===== src/rtl/cache_fill_fsm_pkg.sv =====
// Shared cache definitions: fill FSM states, block geometry and the default memory latency.
// The word-index width is also consumed by the cache's word-enable decode.
package cache_fill_fsm_pkg;

  typedef enum logic [0:0] {
    ST_IDLE = 1'b0,
    ST_FILL = 1'b1
  } fill_state_e;

  localparam int unsigned WORDS_PER_BLOCK     = 8;
  localparam int unsigned BLOCK_OFFSET_W      = 4;
  localparam int unsigned WORD_IDX_W          = 3;
  localparam int unsigned FILL_CNT_W          = 4;
  localparam int unsigned DEFAULT_MEM_LATENCY = 4;

  // Block-aligned base of a byte address.
  function automatic logic [15:0] block_base(input logic [15:0] addr);
    block_base = {addr[15:BLOCK_OFFSET_W], {BLOCK_OFFSET_W{1'b0}}};
  endfunction

  // Byte address of word idx inside the block at base; idx stays below the
  // block size, so the sum never carries into the tag/set bits.
  function automatic logic [15:0] block_word_addr(input logic [15:0]           base,
                                                  input logic [FILL_CNT_W-1:0] idx);
    block_word_addr = base + {{(16 - FILL_CNT_W - 1){1'b0}}, idx, 1'b0};
  endfunction

endpackage


===== src/rtl/cache_fill_fsm_fill_counter.sv =====
// Word counter for the fill engine: synchronous clear, enable, and a
// terminal-count flag that also stops further increments.
module cache_fill_fsm_fill_counter
  import cache_fill_fsm_pkg::*;
#(
  parameter int unsigned TERMINAL = WORDS_PER_BLOCK
) (
  input  logic                  clk,
  input  logic                  rst_n,
  input  logic                  clr,
  input  logic                  en,
  output logic [FILL_CNT_W-1:0] count,
  output logic                  tc
);

  localparam logic [FILL_CNT_W-1:0] TC_VAL = FILL_CNT_W'(TERMINAL);

  logic [FILL_CNT_W-1:0] count_q;
  logic [FILL_CNT_W-1:0] count_d;

  assign count = count_q;
  assign tc    = (count_q == TC_VAL);

  // Next count: clear wins, otherwise advance until terminal.
  always_comb begin
    count_d = count_q;
    if (clr) begin
      count_d = {FILL_CNT_W{1'b0}};
    end else if (en && !tc) begin
      count_d = count_q + FILL_CNT_W'(1);
    end else begin
      count_d = count_q;
    end
  end

  // Count register.
  always_ff @(posedge clk or negedge rst_n) begin
    if (!rst_n) begin
      count_q <= {FILL_CNT_W{1'b0}};
    end else begin
      count_q <= count_d;
    end
  end

endmodule


===== src/rtl/cache_fill_fsm.sv =====
// Cache miss handler: reads the eight-word block from pipelined memory and streams
// the returned words into the cache arrays. Optional watchdog: CACHE_FILL_TIMEOUT_EN.
module cache_fill_fsm
  import cache_fill_fsm_pkg::*;
#(
  parameter int unsigned MEM_LATENCY    = DEFAULT_MEM_LATENCY,
  parameter int unsigned TIMEOUT_CYCLES = 32
) (
  input  logic        clk,
  input  logic        rst,
  input  logic        miss_detected,
  input  logic [15:0] miss_address,
  input  logic [15:0] memory_data,
  input  logic        memory_data_valid,
  output logic        memory_read_en,
  output logic [15:0] memory_address,
  output logic [15:0] fill_data,
  output logic [15:0] fill_address,
  output logic        write_data_array,
  output logic        write_tag_array,
  output logic        fsm_busy,
  output logic        fill_error
);

  localparam logic [FILL_CNT_W-1:0] LAST_WORD = FILL_CNT_W'(WORDS_PER_BLOCK - 1);

  if (MEM_LATENCY == 0 || TIMEOUT_CYCLES < 2) begin : g_bad_param
    $error("cache_fill_fsm: MEM_LATENCY must be >= 1 and TIMEOUT_CYCLES >= 2");
  end

  fill_state_e           state_q;
  fill_state_e           state_d;
  logic [15:0]           base_q;
  logic [15:0]           base_d;
  logic                  fill_start_s;
  logic                  wdog_expire_s;
  logic [FILL_CNT_W-1:0] issue_cnt_s;
  logic [FILL_CNT_W-1:0] recv_cnt_s;
  logic                  issue_tc_s;
  logic                  recv_tc_s;

  cache_fill_fsm_fill_counter #(
    .TERMINAL(WORDS_PER_BLOCK)
  ) u_issue_cnt (
    .clk  (clk),
    .rst_n(rst),
    .clr  (fill_start_s),
    .en   (memory_read_en),
    .count(issue_cnt_s),
    .tc   (issue_tc_s)
  );

  cache_fill_fsm_fill_counter #(
    .TERMINAL(WORDS_PER_BLOCK)
  ) u_recv_cnt (
    .clk  (clk),
    .rst_n(rst),
    .clr  (fill_start_s),
    .en   (write_data_array),
    .count(recv_cnt_s),
    .tc   (recv_tc_s)
  );

  assign fsm_busy = (state_q == ST_FILL);

  // Next state plus issue/return strobes; issue and return sides run independently.
  always_comb begin
    state_d          = state_q;
    base_d           = base_q;
    fill_start_s     = 1'b0;
    memory_read_en   = 1'b0;
    memory_address   = 16'h0000;
    fill_data        = 16'h0000;
    fill_address     = 16'h0000;
    write_data_array = 1'b0;
    write_tag_array  = 1'b0;
    case (state_q)
      ST_IDLE: begin
        if (miss_detected) begin
          fill_start_s = 1'b1;
          base_d       = block_base(miss_address);
          state_d      = ST_FILL;
        end else begin
          state_d = ST_IDLE;
        end
      end
      ST_FILL: begin
        if (!issue_tc_s) begin
          memory_read_en = 1'b1;
          memory_address = block_word_addr(base_q, issue_cnt_s);
        end else begin
          memory_read_en = 1'b0;
        end
        // Late or surplus responses (receive count already terminal) are dropped.
        if (memory_data_valid && !recv_tc_s) begin
          write_data_array = 1'b1;
          fill_data        = memory_data;
          fill_address     = block_word_addr(base_q, recv_cnt_s);
          if (recv_cnt_s == LAST_WORD) begin
            write_tag_array = 1'b1;
            state_d         = ST_IDLE;
          end else begin
            state_d = ST_FILL;
          end
        end else if (wdog_expire_s) begin
          state_d = ST_IDLE;
        end else begin
          state_d = ST_FILL;
        end
      end
      default: begin
        state_d = ST_IDLE;
      end
    endcase
  end

  // State and captured block base.
  always_ff @(posedge clk or negedge rst) begin
    if (!rst) begin
      state_q <= ST_IDLE;
      base_q  <= 16'h0000;
    end else begin
      state_q <= state_d;
      base_q  <= base_d;
    end
  end

`ifdef CACHE_FILL_TIMEOUT_EN
  localparam int unsigned       WD_W    = $clog2(TIMEOUT_CYCLES);
  localparam logic [WD_W-1:0]   WD_LAST = WD_W'(TIMEOUT_CYCLES - 1);

  logic [WD_W-1:0] wdog_q;
  logic [WD_W-1:0] wdog_d;
  logic            fill_error_q;
  logic            fill_error_d;

  assign wdog_expire_s = (state_q == ST_FILL) && !memory_data_valid && (wdog_q == WD_LAST);
  assign fill_error    = fill_error_q;

  // Watchdog counts FILL cycles since entry or the last response; error is sticky.
  always_comb begin
    wdog_d       = wdog_q;
    fill_error_d = fill_error_q;
    if ((state_q != ST_FILL) || memory_data_valid) begin
      wdog_d = {WD_W{1'b0}};
    end else if (wdog_expire_s) begin
      wdog_d       = {WD_W{1'b0}};
      fill_error_d = 1'b1;
    end else begin
      wdog_d = wdog_q + WD_W'(1);
    end
  end

  // Watchdog registers.
  always_ff @(posedge clk or negedge rst) begin
    if (!rst) begin
      wdog_q       <= {WD_W{1'b0}};
      fill_error_q <= 1'b0;
    end else begin
      wdog_q       <= wdog_d;
      fill_error_q <= fill_error_d;
    end
  end
`else
  assign wdog_expire_s = 1'b0;
  assign fill_error    = 1'b0;
`endif

endmodule

===== config.mk =====
export PLATFORM = sky130hd
export DESIGN_NAME = cache_fill_fsm
export DESIGN_NICKNAME = d
export VERILOG_FILES = /design/src/rtl/cache_fill_fsm_pkg.sv /design/src/rtl/cache_fill_fsm_fill_counter.sv /design/src/rtl/cache_fill_fsm.sv
export SDC_FILE = /design/constraint.sdc
export NUM_CORES = 1
export LEC_CHECK = 0
export ABC_CLOCK_PERIOD_IN_PS = 4080
export CAP_MARGIN = 20
export CORE_MARGIN = 2
export CORE_UTILIZATION = 43
export DETAILED_ROUTE_END_ITERATION = 12
export PLACE_DENSITY = 0.88
export REMOVE_ABC_BUFFERS = 1
export SYNTH_ARGS = -nofsm -noshare
export SYNTH_HDL_FRONTEND = slang
export SYNTH_SLANG_ARGS = --single-unit

===== constraint.sdc =====
create_clock -name clk -period 4.08 [get_ports clk]
set_clock_uncertainty 0.05 [all_clocks]
set_input_delay 0.408 -clock clk [delete_from_list [all_inputs] [get_ports clk]]
set_output_delay 0.408 -clock clk [all_outputs]
set_load 0.005 [all_outputs]

Word-level counts from Yosys, hierarchy flattened
Cells that the tools add are included.
{ "totals": {"out_inout_bits": 53, "elab_cells": 42, "input_bits": 36, "ff_bits": 21} }
{ "op_classes": {"muxes": 22, "n_reduce_logical": 8, "bitwise": 1, "n_eq_ne": 3, "add_sub_neg": 4} }
{ "ops": {"columns": ["operator", "n"], "rows": [
  ["$mux 16", 6],
  ["$add 16x5->16", 2],
  ["$mux 4", 4],
  ["$mux 1", 11],
  ["$add 4x1->4 const B", 2],
  ["$eq 4x4->1 const B", 2],
  ["$eq 4x3->1 const B", 1],
  ["$reduce_bool 2->1", 2],
  ["$logic_and 1x1->1", 3],
  ["$logic_not 1->1", 2],
  ["$pmux 1 s2", 1],
  ["$reduce_and 2->1", 1],
  ["$not 1->1", 1]
]} }

Depth between registers and ports, before layout
Gate-level depths: netlist (run 1).
{ "logic_depth": {"depth_word": 8, "depth_mapped": 6, "ltp_nobuf": 6} }

Hierarchy
From an unflattened synthesis (run 1), not the netlist that was laid out.
{ "hier_totals": {"cells_unflattened": 199, "area_unflattened_um2": 1711.6} }
{ "modules_own_cells": {"columns": ["mod", "seq_area_each_um2", "instances", "area_per_inst_um2", "cells_each"], "rows": [
  ["cache_fill_fsm", 325.3, 1, 1246.2, 151],
  ["cache_fill_fsm_fill_counter", 100.1, 2, 232.7, 24]
]} }

Least setup slack after synthesis (run 1)
OpenSTA, ideal clock, no wires.
{ "synth_timing": {"path_kind": "flip-flop to output port", "from": "register u_recv_cnt.count_q[3] (netlist: u_recv_cnt.count[3])", "to": "output port fill_address[14]", "required_ns": 3.622, "arrival_ns": 1.510, "n_path_buf": 0, "path_slack_ns": 2.112, "path_stages_with_launch": 6, "path_cell_list": "dfrtp_1 ha_1 ha_1 nand3_1 or4_1 a21oi_1"} }
{ "synth_between": {"elab_chain_cells": 5, "word_cells_on_any_way": 6, "classes_between": "1 x add/sub; 1 x eq/ne; 2 x mux; 2 x reduce/logical"} }
{ "synth_rtl": {"columns": ["element", "line_no", "source"], "rows": [
  ["start: declaration", "cache_fill_fsm_fill_counter.sv:18", "logic [FILL_CNT_W-1:0] count_q;"],
  ["start signal: assignment", "cache_fill_fsm_fill_counter.sv:39", "count_q <= {FILL_CNT_W{1'b0}};"],
  ["start signal: assignment", "cache_fill_fsm_fill_counter.sv:41", "count_q <= count_d;"],
  ["parallel branches: the longest is 3 deep, another holds $add 16x5->16", null, null],
  ["$mux 16 *", "cache_fill_fsm.sv:95", "if (memory_data_valid && !recv_tc_s) begin"],
  ["$mux 16 *", "cache_fill_fsm.sv:77", "case (state_q)"],
  ["end: declaration", "cache_fill_fsm.sv:18", "output logic [15:0] fill_address,"]
]} }
Every way passes the cells marked *.

Worst setup path after layout (run 1)
{ "layout_timing": {"from": "register u_recv_cnt.count_q[0] (netlist: u_recv_cnt.count[0])", "to": "output port fill_address[15]"} }
The elaborated chain is that of the path after synthesis.

==> results.md, run 1 <==
* Clk_lat worst skew at approximately 0.26 ns
* Synthesized area per cell at just under 8 µm²
* Post-route minimum period at 3.238 ns
* Post-cts repair resize count at 0
* Worst vdd ir at 0.3819 mV
* Setup TNS at 0 ns
* Routed WL at 4714 µm
* Post-synth EDFFs at 0
* First-pass GRT wire length at 7652 µm
* Top_reg_cell synth: dfrtp_1
* # nets final at between 300 and 400
* H-tree levels at 1
* RSZ-0062 raised after global routing: false
* Register area share after synthesis at 0.3075
* Core area at approximately 0.0037 mm²
* Setup Viol. Count Final at 0
* CP Cell Sequence: inv_1 > ha_1 > nand3b_1 > nand2_1 > a21oi_1 > clkdlybuf4s50_1
* Final period utilization at 0.7936
* Status: finished clean
* Worst path depth at 6
* Worst r2r src: u_recv_cnt.count[0]$_DFFE_PN0P_
* Largest net degree at the start of global routing at 24
* WP buf/inv at 2
* Post-synth top area cell: dfrtp_1
* Post-synth ARST share at 1.000
* Ys Warns at 0
* Max incr delay on CP at 0.55 ns
* DIE HEIGHT at 67.05 µm
* Die footprint at roughly 0.0045 mm²
* Via Count at 1761
* Final Hold Fails at 0
* Post-route ant nets at 0
* Antenna violations before repair at 0
* Largest buffer count on any clock path at 2
* Fmax at 308.8 MHz
* TritonCTS clock tree: done
* CP Capture Type: output port
* First drt pass iteration count at 4
* CTS Hold Bufs at 0
* Gr ovfl total at 0
* DRC at 0
* Share of cells above drive strength 1 at 0.03793
* Synth cell types at 30
* Slew Limit Fails at 0
* Slew margin rel. at 0.5515
* Total track usage at 0.2215
* CTS Buf Count at 3
* CP top delay family: simple AND/OR/NAND/NOR gates
* Most frequent cells in the layout: clkdlybuf4s50_1 (81), nand2_1 (40), dfrtp_1 (21)
* Synth area leaders: dfrtp_1 (31%), nand2_1 (8.8%), and3_1 (7.3%), ha_1 (5.9%), a21oi_1 (4.4%)
* Leakage at 1.107 nW
* Wire length per cell at 13.95 µm
* Initial Util at 0.4566
* Clock slew at reported path FFs at 0.08 ns
* Synthesized flop and latch total at 21
* Mapped Cells at about 220
* Crit path max-delay cell type: clkdlybuf4s50_1
* Min-Delay Path Class: in2async
* Max cap viols at 0
* Ports at 89
* DP Wirelength at between 3000 and 4000 µm
* Synthesized cell area at 0.001709 mm²
* PortBufs at 81
* Flop2flop setup slack at 1.68 ns
* N_diodes at 0
* Reg2Reg Capture Point: u_recv_cnt.count[1]$_DFFE_PN0P_
* Gp weighted congestion at 0.7791
* R2R cell count at 6
* Startpoint types: register
* Crit path DAT at ~2.8 ns
* Post-synth top area share at 0.3075
* Number of vias per cell at 5.210
* DR iter-0 viols at 101
* Worst Tran Pin Value at 0.6707 ns
* Area growth syn-to-layout at 49.27%
* PD cells at 623.0 mW/mm²
* Number of global-route vias before repair at 1627
* Root buffer selected by CTS: clkbuf_8
* CP max FO at 22
* Clock Sinks at 21
* Total power draw at 0.001590 W
* Post-CTS setup buffers at 0
* Required time of the critical path at 3.62 ns
* Die width at between 60 and 70 µm
* Row count at 22
* Kind of critical path: reg2out
* Most common cell after layout, fill and taps aside: clkdlybuf4s50_1
worst max-delay path by stage:
| stage | from | endpoint | slack, ns |
|---|---|---|---|
| final | u_recv_cnt.count[0]$_DFFE_PN0P_ | fill_address[15] | 0.84 |
| after global routing | u_recv_cnt.count[0]$_DFFE_PN0P_ | fill_address[15] | 0.65 |
| after CTS | u_recv_cnt.count[0]$_DFFE_PN0P_ | fill_address[15] | 0.87 |
| after detailed placement | u_recv_cnt.count[0]$_DFFE_PN0P_ | fill_address[15] | 1.16 |
| after global placement | u_recv_cnt.count[0]$_DFFE_PN0P_ | fill_address[13] | 1.19 |
| after floorplan | u_recv_cnt.count[3]$_DFFE_PN0P_ | fill_address[14] | 2.10 |
registers in the layout, summed over array words and instances, names as in the netlist:
| register | cells |
|---|---|
| u_recv_cnt.count | 4 |
| base_q | 12 |
| fsm_busy | 1 |
| u_issue_cnt.count | 4 |
power by group:
part	internal (W)	total, W	switching [W]
logic	0.000556	0.000958	0.000402
clock network	0.0000696	0.000141	0.0000711
registers	0.000312	0.000491	0.000179
total	0.000937	0.00159	0.000652
cells by family (layout without fill, tap and decap cells):
| family | after synthesis | count (layout) | synth area share |
|---|---|---|---|
| other cells | 1 | 3 | 0.002194 |
| fa+ha+maj | 8 | 8 | 0.05857 |
| compound gates | 37 | 37 | 0.1201 |
| mux | 3 | 3 | 0.01757 |
| flops | 21 | 21 | 0.3075 |
| buf+inv | 26 | 97 | 0.09443 |
| simple gates | 112 | 112 | 0.3536 |
| xor+xnor | 9 | 9 | 0.04612 |
routing by layer:
metal  global-route usage  routed length [µm]  vias up
met1               0.2802                2073      822
li1                     -                   -      893
met3              0.02534                 164        4
met2               0.3948                2440       42
met5                    0                   0        -
met4              0.05867                  36        0
cells in the mapped netlist, drive strengths merged (2+ instances only):
master,count
o21ai,14
or3,8
buf,6
clkbuf,11
dfrtp,21
or4,6
mux2i,3
xnor2,4
inv,9
and3,20
nand2,40
xor2,5
nor2,14
a21oi,15
ha,8
nand3,11
and2,2
o31ai,7
nand4,5
nand3b,2
nor2b,2
worst reg2reg max path, delay by kind of cell, from the launching register on:
kind / cells / cell delay (ns)
DFF: 1 / 0.41
AOI/OAI and AO/OA: 1 / 0.30
adders and majority gates: 1 / 0.15
buffers and inverters: 2 / 0.27
and+or+nand+nor: 2 / 1.12
area by class of cell:
cell class | count | area [µm²]
Fill cell | 315 | 1192
Multi-Input combinational cell | 172 | 1030
Timing Repair Buffer | 84 | 857.1
Sequential cell | 21 | 525.5
Tap cell | 48 | 60.06
Clock buffer | 4 | 45.04
Inverter | 9 | 33.78
per-stage QoR:
step / util / instance area, µm² / hold slack [ns] / worst slack (ns) / cells
after floorplan: - / 1589 / 0.06241 / 2.104 / 202
after global placement: 0.6591 / 2467 / 0.4710 / 1.194 / 332
after detailed placement: 0.6621 / 2479 / 0.4813 / 1.164 / 333
after CTS: 0.6741 / 2524 / 0.4937 / 0.8694 / 337
after global routing: 0.6815 / 2551 / 0.3487 / 0.6500 / 338
final: 0.6815 / 2551 / 0.3489 / 0.8420 / 338
(Power assumes the default switching activity.)
==> run 2: changes to the inputs <==
- ABC_CLOCK_PERIOD_IN_PS: 4080 -> 3310
- CORE_UTILIZATION: 43 -> 40
- PLACE_DENSITY: 0.88 -> 0.83
- clock period: 4.08 -> 3.31 ns (I/O delays scaled with it)
==> results.md, run 2 (synthesis gave the netlist of run 1 again) <==
* Largest net degree at the start of global routing at 23
* Post-cts repair resize count at 0
* RSZ-0062 raised after global routing: false
* H-tree levels at 1
* Area growth syn-to-layout at 48.02%
* Worst Tran Pin Value at 0.9191 ns
* DIE HEIGHT at slightly below 70 µm
* First drt pass iteration count at 4
* Crit path DAT at 2.51 ns
* CTS Hold Bufs at 0
* Die footprint at 0.004812 mm²
* CP max FO at 7
* Required time of the critical path at 2.93 ns
* Post-route ant nets at 0
* Total track usage at 0.1899
* Clock slew at reported path FFs at 0.07 ns
* Kind of critical path: reg2out
* CP Capture Type: output port
* R2R cell count at 6
* Gr ovfl total at 0
* Number of global-route vias before repair at 1645
* Gp weighted congestion at between 0.7 and 0.8
* TritonCTS clock tree: done
* PortBufs at 81
* DRC at 0
* N_diodes at 0
* Max cap viols at 0
* Clock Sinks at 21
* Final Hold Fails at 0
* # nets final at 335
* Largest buffer count on any clock path at 2
* Clk_lat worst skew at 0.25 ns
* Most frequent cells in the layout: clkdlybuf4s50_1 (81), nand2_1 (40), dfrtp_1 (21)
* DP Wirelength at 3403 µm
* Most common cell after layout, fill and taps aside: clkdlybuf4s50_1
* Final period utilization at 0.8728
* Min-Delay Path Class: reg2reg
* Startpoint types: register
* First-pass GRT wire length at about 7700 µm
* Status: finished clean
* Post-CTS setup buffers at 0
* Max reg flops at 12
* Slew margin rel. at 0.3854
* PD cells at ~770 mW/mm²
* Row count at 23
* Share of cells above drive strength 1 at 0.03793
* Antenna violations before repair at 0
* PnR worst setup slack at between 0.4 and 0.5 ns
* Routed WL at 4557 µm
* Setup TNS at 0 ns
* Setup Viol. Count Final at 0
* DP Worst Slack at 0.7040 ns
* Number of vias per cell at 5.141
* DR iter-0 viols at between 150 and 200
* Initial Util at 0.4212
* Via Count at 1748
* Core area at 0.004058 mm²
* WHS Path Cells at 1
* Slew Limit Fails at 0
* Fmax at 346.1 MHz
* Die width at approximately 69 µm
* CTS Buf Count at 3
* Ports at 89
* Root buffer selected by CTS: clkbuf_8
* Largest Register: base_q
* Wire length per cell at 13.40 µm
* Post-route minimum period at 2.889 ns
* Leakage at 1.098 nW
* Total power draw at 0.001945 W
* Worst vdd ir at 0.5613 mV
-- run 2: per-stage QoR --
stage          std cells    util  hold WS [ns]  instance area, µm²
2_1_floorplan        202       -      -0.01459                1589
3_3_place_gp         336  0.6124        0.4728                2485
3_5_place_dp         336  0.6124        0.4879                2485
4_1_cts              340  0.6235        0.4972                2530
5_1_grt              340  0.6235        0.5345                2530
6_report             340  0.6235        0.4937                2530
-- run 2: cell type report --
cell class	count	area, µm²
inverters	9	33.78
repair buffers	84	833.3
clock buffers	4	45.04
flip-flops and latches	21	525.5
fillers	358	1528
multi-input cells	172	1030
well taps	50	62.56
-- run 2: layer usage --
layer	up-vias	track usage	wire length [µm]	share of wire
li1	890	-	-	-
met1	800	0.2568	2046	0.45
met2	56	0.3269	2251	0.49
met3	2	0.03634	248	0.054
met4	0	0.01743	10	0.0022
met5	-	0	0	0
-- run 2: power by group --
group          leakage [nW]  internal (W)  total, W  switching, W
Clock                0.0228     0.0000856  0.000163     0.0000773
Combinational         0.820      0.000684   0.00118      0.000494
Sequential            0.255      0.000385  0.000605      0.000220
Total                  1.10       0.00115   0.00195      0.000791
-- run 2: worst max-delay path, stage by stage, from the launching register on --
cell and delay [ns]:
dfrtp_1 0.44, ha_1 0.26, ha_1 0.21, nand3_1 0.21, or4_1 0.46, a21oi_1 0.15, clkdlybuf4s50_1 0.52
-- run 2: final timing paths --
kind                                             startpoint                               end  slack [ns]
min in group asynchronous                               rst   u_recv_cnt.count[1]$_DFFE_PN0P_        0.54
max reg2reg                 u_recv_cnt.count[0]$_DFFE_PN0P_   u_recv_cnt.count[1]$_DFFE_PN0P_        1.57
max in group asynchronous                               rst   u_recv_cnt.count[3]$_DFFE_PN0P_        2.11
max                         u_recv_cnt.count[3]$_DFFE_PN0P_                  fill_address[14]        0.42
min reg2reg                u_issue_cnt.count[0]$_DFFE_PN0P_  u_issue_cnt.count[0]$_DFFE_PN0P_        0.49
min                        u_issue_cnt.count[0]$_DFFE_PN0P_  u_issue_cnt.count[0]$_DFFE_PN0P_        0.49
